--- src/rtl/pkt_handler_pkg.sv ---
// Shared constants, FSM state encoding and deserialiser field bundle
// for the platoon packet handler.
package pkt_handler_pkg;

  localparam int unsigned FRAME_BYTES = 8;
  localparam int unsigned CNT_W       = $clog2(FRAME_BYTES);
  localparam int unsigned BYTE_W      = 8;
  localparam int unsigned DATA_W      = 16;

  localparam logic [BYTE_W-1:0] PREAMBLE   = 8'h96;
  localparam logic [BYTE_W-1:0] FRAME_TYPE = 8'h0F;
  localparam logic [BYTE_W-1:0] KILL_BYTE  = 8'hFF;
  localparam logic [DATA_W-1:0] TRAILER    = 16'h3362;

  localparam logic [CNT_W-1:0] LAST_IDX = CNT_W'(FRAME_BYTES - 1);

  typedef enum logic {
    IDLE,
    RECV
  } state_t;

  // Running per-field results plus the raw bytes that are checked at B7.
  typedef struct packed {
    logic              pre_ok;
    logic              type_ok;
    logic              kill_ok;
    logic              trl_hi_ok;
    logic [BYTE_W-1:0] dst;
    logic [BYTE_W-1:0] src;
    logic [DATA_W-1:0] payload;
  } frame_fields_t;

endpackage

--- src/rtl/pkt_deser.sv ---
// Byte deserialiser: tracks position within the frame and accumulates
// per-field match flags; IDs are kept raw so they are compared at B7.
module pkt_deser
  import pkt_handler_pkg::*;
(
  input  logic                clk,
  input  logic                rst,
  input  logic [BYTE_W-1:0]   rx_frame,
  input  logic                accept,
  output state_t              state,
  output logic [CNT_W-1:0]    byte_cnt,
  output frame_fields_t       fields
);

  always_ff @(posedge clk or negedge rst) begin
    if (!rst) begin
      state    <= IDLE;
      byte_cnt <= '0;
      fields   <= '0;
    end else if (accept) begin
      // Kill tracking restarts on B0 and must see 0xFF in every byte.
      if (state == IDLE) begin
        fields.kill_ok <= (rx_frame == KILL_BYTE);
      end else begin
        fields.kill_ok <= fields.kill_ok & (rx_frame == KILL_BYTE);
      end

      case (byte_cnt)
        CNT_W'(0): fields.pre_ok          <= (rx_frame == PREAMBLE);
        CNT_W'(1): fields.type_ok         <= (rx_frame == FRAME_TYPE);
        CNT_W'(2): fields.dst             <= rx_frame;
        CNT_W'(3): fields.src             <= rx_frame;
        CNT_W'(4): fields.payload[15:8]   <= rx_frame;
        CNT_W'(5): fields.payload[7:0]    <= rx_frame;
        CNT_W'(6): fields.trl_hi_ok       <= (rx_frame == TRAILER[15:8]);
        default: ;
      endcase

      if (byte_cnt == LAST_IDX) begin
        state    <= IDLE;
        byte_cnt <= '0;
      end else begin
        state    <= RECV;
        byte_cnt <= CNT_W'(byte_cnt + CNT_W'(1));
      end
    end
  end

endmodule

--- src/rtl/pkt_handler.sv ---
// Packet handler top: byte handshake, end-of-frame pass/kill decision
// and the registered result outputs.
module pkt_handler
  import pkt_handler_pkg::*;
(
  input  logic                clk,
  input  logic                rst,
  input  logic [BYTE_W-1:0]   prev_id,
  input  logic [BYTE_W-1:0]   veh_id,
  input  logic [BYTE_W-1:0]   rx_frame,
  input  logic                rx_valid,
  output logic                rx_ready,
  output logic [DATA_W-1:0]   data,
  output logic                data_valid,
  output logic                kill
);

  state_t            state;
  logic [CNT_W-1:0]  byte_cnt;
  frame_fields_t     fields;

  logic accept_c;
  logic first_c;
  logic last_c;
  logic kill_c;
  logic pass_c;

  assign accept_c = rx_valid & rx_ready;

  pkt_deser u_deser (
    .clk      (clk),
    .rst      (rst),
    .rx_frame (rx_frame),
    .accept   (accept_c),
    .state    (state),
    .byte_cnt (byte_cnt),
    .fields   (fields)
  );

  // Decision terms fold in B7 straight from the bus on the accepting edge.
  always_comb begin
    first_c = accept_c && (state == IDLE);
    last_c  = accept_c && (state == RECV) && (byte_cnt == LAST_IDX);
    kill_c  = fields.kill_ok && (rx_frame == KILL_BYTE);
    pass_c  = fields.pre_ok && fields.type_ok && fields.trl_hi_ok
              && (fields.dst == veh_id) && (fields.src == prev_id)
              && (rx_frame == TRAILER[7:0]) && !kill_c;
  end

  always_ff @(posedge clk or negedge rst) begin
    if (!rst) begin
      rx_ready   <= 1'b0;
      data       <= '0;
      data_valid <= 1'b0;
      kill       <= 1'b0;
    end else begin
      rx_ready <= 1'b1;
      if (last_c) begin
        kill       <= kill_c;
        data_valid <= pass_c;
        if (pass_c) begin
          data <= fields.payload;
        end
      end else if (first_c) begin
        kill       <= 1'b0;
        data_valid <= 1'b0;
      end
    end
  end

endmodule

--- config.mk ---
export PLATFORM = sky130hd
export DESIGN_NAME = pkt_handler
export DESIGN_NICKNAME = d
export VERILOG_FILES = /design/src/rtl/pkt_handler_pkg.sv /design/src/rtl/pkt_deser.sv /design/src/rtl/pkt_handler.sv
export SDC_FILE = /design/constraint.sdc
export NUM_CORES = 1
export LEC_CHECK = 0
export BUFFER_PORTS_ARGS = -buffer_cell sky130_fd_sc_hd__buf_4
export CAP_MARGIN = 0
export CORE_UTILIZATION = 30
export CTS_CLUSTER_DIAMETER = 60
export DETAILED_ROUTE_END_ITERATION = 12
export GPL_TIMING_DRIVEN = 0
export HOLD_SLACK_MARGIN = 0.02
export PLACE_DENSITY = 0.55
export SLEW_MARGIN = 10
export SYNTH_ARGS = -nofsm -noshare
export SYNTH_HDL_FRONTEND = slang
export SYNTH_HIERARCHICAL = 1
export SYNTH_SLANG_ARGS = --single-unit
--- constraint.sdc ---
create_clock -name clk -period 2.28 [get_ports clk]
set_input_delay 0.228 -clock clk [delete_from_list [all_inputs] [get_ports clk]]
set_output_delay 0.228 -clock clk [all_outputs]
set_load 0.05 [all_outputs]
## After elaboration in Yosys (flattened, before gate mapping)

Cells that the tools add are included.

- Add/sub/neg operators: 1
- Eq/ne operators: 14
- Multiplexer cells: 6
- Bitwise gates (word level): 3
- Reductions and logical operators: 21

Operator list:

| operator | number |
|---|---|
| $eq 8x8->1 | 2 |
| $eq 8x8->1 const B | 2 |
| $reduce_and 2->1 | 8 |
| $eq 3x3->1 const B | 4 |
| $logic_and 1x1->1 | 10 |
| $eq 8x4->1 const B | 1 |
| $eq 8x6->1 const B | 1 |
| $eq 8x7->1 const B | 1 |
| $eq 3x2->1 const B | 2 |
| $mux 1 | 5 |
| $add 3x1->3 const B | 1 |
| $eq 3x1->1 const B | 1 |
| $logic_not 3->1 | 1 |
| $mux 3 | 1 |
| $and 1x1->1 | 2 |
| $reduce_bool 2->1 | 1 |
| $logic_not 1->1 | 1 |
| $not 1->1 | 1 |

- Register bits: 59
- Bits of input ports: 27
- Output and inout bits: 19
- Word-level logic and storage cells: 59

## Depth between registers and ports, before layout

Gate-level depths: netlist of the first run.

- Depth after elaboration: 7
- Gate-level depth with buffers: 6
- Gate-level depth less buffers: 5

## Modules after synthesis

The synthesis of the first run kept the hierarchy.

By module, submodules not included:

| module | times used | cells each | area an instance (µm²) | seq. area each (µm²) |
|---|---|---|---|---|
| pkt_deser | 1 | 113 | 1714.1 | 1001.0 |
| pkt_handler | 1 | 74 | 944.7 | 475.5 |

## Worst setup path before layout of the first run

OpenSTA, ideal clock, no wires.

- Path kind: in2reg
- Start: input port rx_frame[3]
- End: register data[0]
- Setup time: 125 ps
- Arrival time: 1921 ps
- Data required time: 2155 ps
- Slack: 234 ps
- Cell stages on the path: 6
- Buffers on the path: 1
- Cells stage by stage: or4_1 -> nor4_1 -> nand4_1 -> nor3_4 -> buf_8 -> mux2_2

- Word-level cells in the longest chain between the ends: 5
- Elaborated cells between the ends (all ways): 7
- Classes of those cells: eq/ne (2); reduce/logical (5)

RTL lines:

| what | RTL line | text |
|---|---|---|
| from (decl) | pkt_handler.sv:10 | `input logic [BYTE_W-1:0] rx_frame,` |
| $eq 8x8->1 | pkt_handler.sv:44 | `kill_c = fields.kill_ok && (rx_frame == KILL_BYTE);` |
| $logic_and 1x1->1 | pkt_handler.sv:44 |  |
| $logic_not 1->1 | pkt_handler.sv:47 | `&& (rx_frame == TRAILER[7:0]) && !kill_c;` |
| $logic_and 1x1->1 * | pkt_handler.sv:47 |  |
| $reduce_and 2->1 (no line) * | n/a |  |
| to (signal assigned) | pkt_handler.sv:62 | `data <= fields.payload;` |
| to (decl) | pkt_handler.sv:13 | `output logic [DATA_W-1:0] data,` |

Mark *: on every way between the ends. The rest lies on a longest branch, timed or not.
A chain may end at the register's enable or synchronous reset.

## Final worst setup path of the first run

- Start: input port rx_frame[3]
- End: register data[11]

Same word-level chain as after synthesis.

==> results of run 1 <==
## layer usage
| metal | GRT usage | vias up | part of all wire |
|---|---|---|---|
| met5 | 0 | - | 0 |
| met4 | 0.0410 | 0 | 0.011 |
| met3 | 0.0490 | 7 | 0.048 |
| met2 | 0.207 | 36 | 0.46 |
| met1 | 0.168 | 816 | 0.48 |
| li1 | - | 788 | - |
## logic make-up (layout without fill, tap and decap cells)
group	after synthesis	after routing
adder cells (fa/ha/maj)	6	6
AND/OR/NAND/NOR	40	40
flip-flops	59	59
buffers and inverters	6	68
multiplexers	52	52
other	1	1
AO/OA/AOI/OAI	7	7
XOR/XNOR	16	16
## flip-flops by register name, summed over array words and instances, names as in the netlist
signal,count
data,16
data_valid,1
kill,1
rx_ready,1
u_deser/byte_cnt,3
u_deser/fields,36
u_deser/state,1
## worst max-delay path: cells and delay by family
kind | cells | cell delay [ns]
simple gates | 4 | 1.36
buf+inv | 2 | 0.36
mux | 1 | 0.33
## synthesized netlist by cell type, drive strengths merged
| library cell | number | area (um^2) |
|---|---|---|
| a21o | 1 | 8.76 |
| a21oi | 1 | 5.00 |
| and2 | 1 | 6.26 |
| and4bb | 1 | 12.5 |
| buf | 2 | 22.5 |
| conb | 1 | 3.75 |
| dfrtp | 59 | 1480 |
| ha | 6 | 75.1 |
| inv | 4 | 15.0 |
| mux2 | 50 | 593 |
| mux2i | 2 | 20.0 |
| nand2 | 10 | 52.6 |
| nand2b | 2 | 12.5 |
| nand3 | 4 | 30.0 |
| nand3b | 1 | 7.51 |
| nand4 | 7 | 43.8 |
| nand4b | 2 | 17.5 |
| nor2 | 4 | 15.0 |
| nor2b | 1 | 13.8 |
| nor3 | 1 | 16.3 |
| nor4 | 4 | 25.0 |
| nor4b | 1 | 8.76 |
| o21a | 1 | 7.51 |
| o21ai | 3 | 15.0 |
| o31ai | 1 | 7.51 |
| or4 | 1 | 7.51 |
| xnor2 | 4 | 35.0 |
| xor2 | 12 | 105 |
## power groups by stage
stage	combinational [mW]	sequential [mW]	clock [mW]
2_1_floorplan	0.532	1.51	0
5_1_grt	0.764	1.60	1.04
6_report	0.677	1.55	0.959
3_3_place_gp	0.664	1.57	0
3_5_place_dp	0.680	1.57	0
4_1_cts	0.689	1.55	0.993
## worst min-delay path by stage
stage                            from                 end  slack (ns)  cells past startpoint
final                     rx_frame[0]                kill        0.23                      3
after CTS                 rx_frame[0]                kill        0.21                      3
after floorplan                   rst             data[0]       -0.07                      0
after global routing      rx_frame[6]  u_deser/fields[30]        0.22                      2
after global placement            rst  u_deser/fields[23]        0.36                      1
after detailed placement          rst  u_deser/fields[21]        0.35                      1
## layout make-up
cell class / instances / area (um^2) / area share
inverters: 4 / 15.0 / 0.00448
repair buffers: 48 / 363 / 0.108
plain buffers: 2 / 22.5 / 0.00672
clock inverters: 2 / 35.0 / 0.0104
well taps: 105 / 131 / 0.0392
multi-input cells: 122 / 1140 / 0.341
flip-flops and latches: 59 / 1480 / 0.440
clock buffers: 12 / 165 / 0.0493
## stage by stage
step / power [mW] / instance area [um^2]
6_report: 3.18 / 3350
5_1_grt: 3.41 / 3350
4_1_cts: 3.23 / 3340
3_5_place_dp: 2.25 / 3130
3_3_place_gp: 2.23 / 3130
2_1_floorplan: 2.04 / 2660
## repair_timing
action	in CTS	in global routing
hold endpoints to repair	59	0
setup endpoints to repair	0	9
buffers inserted	0	2
hold buffers	1	0
==> impl_metrics.json, run 1 <==
{
  "outcome": "complete, no violations",
  "cp-startpoint": "rx_frame[3]",
  "cpMostUsedCell": "buf_4",
  "worstReg2RegEnd": "data[11]",
  "power_frac_seq": 0.486,
  "min_path_type": "input port to flop",
  "grt_pass1_wl_um": 8800,
  "clkPwrFrac": 0.301,
  "core_area_um2": 8380,
  "p_sw_uw": 838,
  "ctsResizeCount": 0,
  "firstDrtPassIters": 4,
  "areaGrowthSynthToFinish_pct": 26.1,
  "dp_hpwl_um": 3530,
  "worstPathArrival_ns": 2.28,
  "worst_slack_ns": 0.214,
  "fillCellCount": 807,
  "die_area_um2": 9240,
  "cts-root-buf": "clkbuf_8",
  "htreeDepth": 3,
  "r2r-start": "u_deser/fields[26]",
  "yosys.area_share.adder": 0.0282,
  "synth-xor-area-share": 0.0527,
  "vias_per_cell": 4.65,
  "finalHoldViolCount": 0,
  "p_per_area_nw_per_um2": 950,
  "finalMaxSlewViolations": 0,
  "max_freq_mhz": 484,
  "grt_pass1_vias": 1696,
  "drt-initial-drc-count": 55,
  "port-buffer-count": 45,
  "rsz0062_at_grt": "false",
  "clock_path_buffers": 2,
  "cpMaxStageDelayCell": "or4_1",
  "layout_commonest_cell": "dfrtp_1",
  "routed_wl_um": 5300,
  "sw_frac_of_total": 0.263,
  "mappedNetlistArea_um2": 2660,
  "clk_latency_ns": 0.33,
  "worstMarginPinSlew_ns": 0.732,
  "grt_remaining_overflow": 0,
  "crit_path_cell_trace": "buf_4 -> or4_1 -> nor4_1 -> nand4_1 -> nor3_4 -> buf_4 -> mux2_2",
  "final_antenna_net_count": 0,
  "route.detailed.drc": 0,
  "place_ws_ns": -0.281,
  "std_cell_rows": 33,
  "synth_compound_area_frac": 0.0165,
  "io_pins": 46,
  "rrSetupSlack_ns": 0.23,
  "post-route-util": 0.400,
  "place_inst": 337,
  "layout_common_cells": "dfrtp_1 (59), buf_4 (48), mux2_2 (42)",
  "r2r_cells": 6,
  "timing.setup.tns_ns": 0,
  "peakVddDrop_v": 0.000289,
  "p_int_mw": 2.35,
  "drive_above_1_share": 0.486,
  "cts_tree": "done",
  "required_ns": 2.49,
  "endpoint_kind": "flop",
  "fin_crit_ns": 2.07,
  "finalCritPeriodShare": 0.906,
  "cts_sinks": 59,
  "fin_skew_ns": 0.00970,
  "grt_usage": 0.132,
  "grt_max_degree": 60,
  "whs_ns": 0.226,
  "startpoint_type": "input port",
  "synth-simple-area-share": 0.101,
  "fp.dieW_um": 96.1,
  "ys_seq_area_frac": 0.555,
  "setup_viol": 0,
  "synthDistinctLibCells": 32,
  "synth-seq-cells": 59,
  "layout.cells.non_filler": 354,
  "antenna_found_initial": 0,
  "num_vias": 1647,
  "drv_cap": 0,
  "antenna_cells": 0,
  "endpoint": "data[11]",
  "synthesis.nets": 220,
  "gp_congestion": 0.742,
  "synth-warning-count": 6,
  "path_class": "input port to flop",
  "power_leakage_nw": 1.66,
  "relSlewSlack": 0.512,
  "synth_area_per_cell_um2": 14.2,
  "combPwrFrac": 0.213,
  "wl_per_cell_um": 15.0,
  "die_h_um": 96.1,
  "synthMuxAreaShare": 0.231,
  "nets": 279,
  "start_util": 0.317,
  "path_max_fanout": 9,
  "cts_made_buffers": 9,
  "crit_path_max_incr_delay_ns": 0.52,
  "synthCells": 187,
  "path_clk_slew_ns": 0.06,
  "synth_top_family_by_area": "multiplexers"
}
Note: power is estimated with default switching activity, not from simulation.
==> inputs of run 2 (changes only) <==
--- a/config.mk
+++ b/config.mk
@@ -7,12 +7,12 @@
 export LEC_CHECK = 0
 export BUFFER_PORTS_ARGS = -buffer_cell sky130_fd_sc_hd__buf_4
 export CAP_MARGIN = 0
-export CORE_UTILIZATION = 30
+export CORE_UTILIZATION = 55
 export CTS_CLUSTER_DIAMETER = 60
 export DETAILED_ROUTE_END_ITERATION = 12
 export GPL_TIMING_DRIVEN = 0
 export HOLD_SLACK_MARGIN = 0.02
-export PLACE_DENSITY = 0.55
+export PLACE_DENSITY = 0.85
 export SLEW_MARGIN = 10
 export SYNTH_ARGS = -nofsm -noshare
 export SYNTH_HDL_FRONTEND = slang
==> impl_metrics.json, run 2 (synthesized netlist as in run 1, its figures left out) <==
{
  "outcome": "complete, no violations",
  "whs_ns": 0.209,
  "worst_slack_ns": 0.170,
  "port-buffer-count": 45,
  "path_delay_family": "simple AND/OR/NAND/NOR gates",
  "fin_skew_ns": 0.00732,
  "p_per_area_nw_per_um2": 1020,
  "grt_pass1_wl_um": 8340,
  "clock_path_buffers": 2,
  "finalMaxSlewViolations": 0,
  "final_area_um2": 3350,
  "finalPower_mw": 3.42,
  "crit_buf_inv": 1,
  "final_antenna_net_count": 0,
  "grt_remaining_overflow": 0,
  "cts-root-buf": "clkbuf_8",
  "routed_wl_um": 5310,
  "grt_pass1_vias": 1716,
  "antenna_found_initial": 0,
  "route.detailed.drc": 0,
  "startpoint_type": "flop",
  "fp.dieW_um": 71.5,
  "cts_made_buffers": 9,
  "firstDrtPassIters": 4,
  "cpMaxStageDelayCell": "dfrtp_1",
  "drive_above_1_share": 0.494,
  "endpoint_kind": "flop",
  "max_freq_mhz": 474,
  "fin_crit_ns": 2.11,
  "worstMarginPinSlew_ns": 0.740,
  "grt_usage": 0.221,
  "layout_common_cells": "dfrtp_1 (59), buf_4 (50), mux2_2 (42)",
  "timing.setup.tns_ns": 0,
  "core_area_um2": 4500,
  "place_ws_ns": -0.150,
  "setup_viol": 0,
  "io_pins": 46,
  "place_inst": 284,
  "rsz0062_at_grt": "false",
  "required_ns": 2.51,
  "cts_sinks": 59,
  "htreeDepth": 3,
  "multi_input_area_um2": 1140,
  "wl_per_cell_um": 17.4,
  "path_class": "flop to flop",
  "seq_area_um2": 1480,
  "min_path_type": "input port to flop",
  "path_clk_slew_ns": 0.06,
  "top_register": "u_deser/fields",
  "largestRegisters": "u_deser/fields: 36 flops, data: 16 flops, u_deser/byte_cnt: 3 flops",
  "clk_latency_ns": 0.34,
  "crit_path_max_incr_delay_ns": 0.39,
  "die_area_um2": 5120,
  "peakVddDrop_v": 0.000528,
  "largest_reg_flops": 36,
  "drt-initial-drc-count": 149,
  "start_util": 0.590,
  "die_h_um": 71.5,
  "post-route-util": 0.744,
  "layout.cells.non_filler": 305,
  "std_cell_rows": 24,
  "relSlewSlack": 0.507,
  "areaGrowthSynthToFinish_pct": 26.0,
  "grt_max_degree": 60,
  "cts_tree": "done",
  "layout_commonest_cell": "dfrtp_1",
  "finalHoldViolCount": 0,
  "nets": 281,
  "path_max_fanout": 10,
  "vias_per_cell": 5.66,
  "power_leakage_nw": 1.69,
  "num_vias": 1725,
  "worstPathArrival_ns": 2.34,
  "drv_cap": 0,
  "crit_path_cell_trace": "xor2_1 -> nor4_1 -> nand4_1 -> nor3_4 -> buf_8 -> mux2_2",
  "finalCritPeriodShare": 0.926,
  "gp_congestion": 0.778,
  "fillCellCount": 294,
  "placed_area_um2": 3060,
  "dp_hpwl_um": 3420,
  "antenna_cells": 0
}
[run 2: cell type report]
cell class,instances,share of cell area
clock inverters,6,0.0332
plain buffers,2,0.00672
flip-flops and latches,59,0.441
inverters,4,0.00448
well taps,52,0.0194
repair buffers,50,0.113
multi-input cells,122,0.342
clock buffers,10,0.0411
[run 2: layer usage]
metal	share of wire	routed length, um	vias up	GRT usage
met2	0.50	2630	51	0.352
met3	0.052	274	12	0.0661
met1	0.44	2320	871	0.285
met4	0.015	82	0	0.0893
met5	0	0	-	0
li1	-	-	791	-
[run 2: worst paths after layout]
| check | from | end | slack, ns | cells past startpoint |
|---|---|---|---|---|
| min in group asynchronous | rst | u_deser/fields[19] | 0.50 | 2 |
| hold / removal | rx_frame[2] | kill | 0.21 | 3 |
| hold reg to reg | u_deser/fields[0] | u_deser/fields[0] | 0.50 | 1 |
| setup reg to reg | u_deser/fields[17] | data[1] | 0.17 | 6 |
| max in group asynchronous | rst | u_deser/byte_cnt[1] | 1.28 | 2 |
| setup / recovery | u_deser/fields[17] | data[1] | 0.17 | 6 |
[run 2: repair_timing]
item                                   in CTS  in global routing
setup endpoints to repair                   0                  9
endpoints found under the hold margin      59                  0
hold buffers                                1                  0
setup buffers                               0                  4
resized for setup                           0                  0
[run 2: worst min-delay path, stage by stage]
cell     delay [ns]
buf_4          0.15
nand4_1        0.07
o31ai_1        0.06
[run 2: report_power, final]
part	switching [mW]	internal (mW)
clock	0.421	0.757
combinational	0.277	0.418
sequential	0.203	1.35
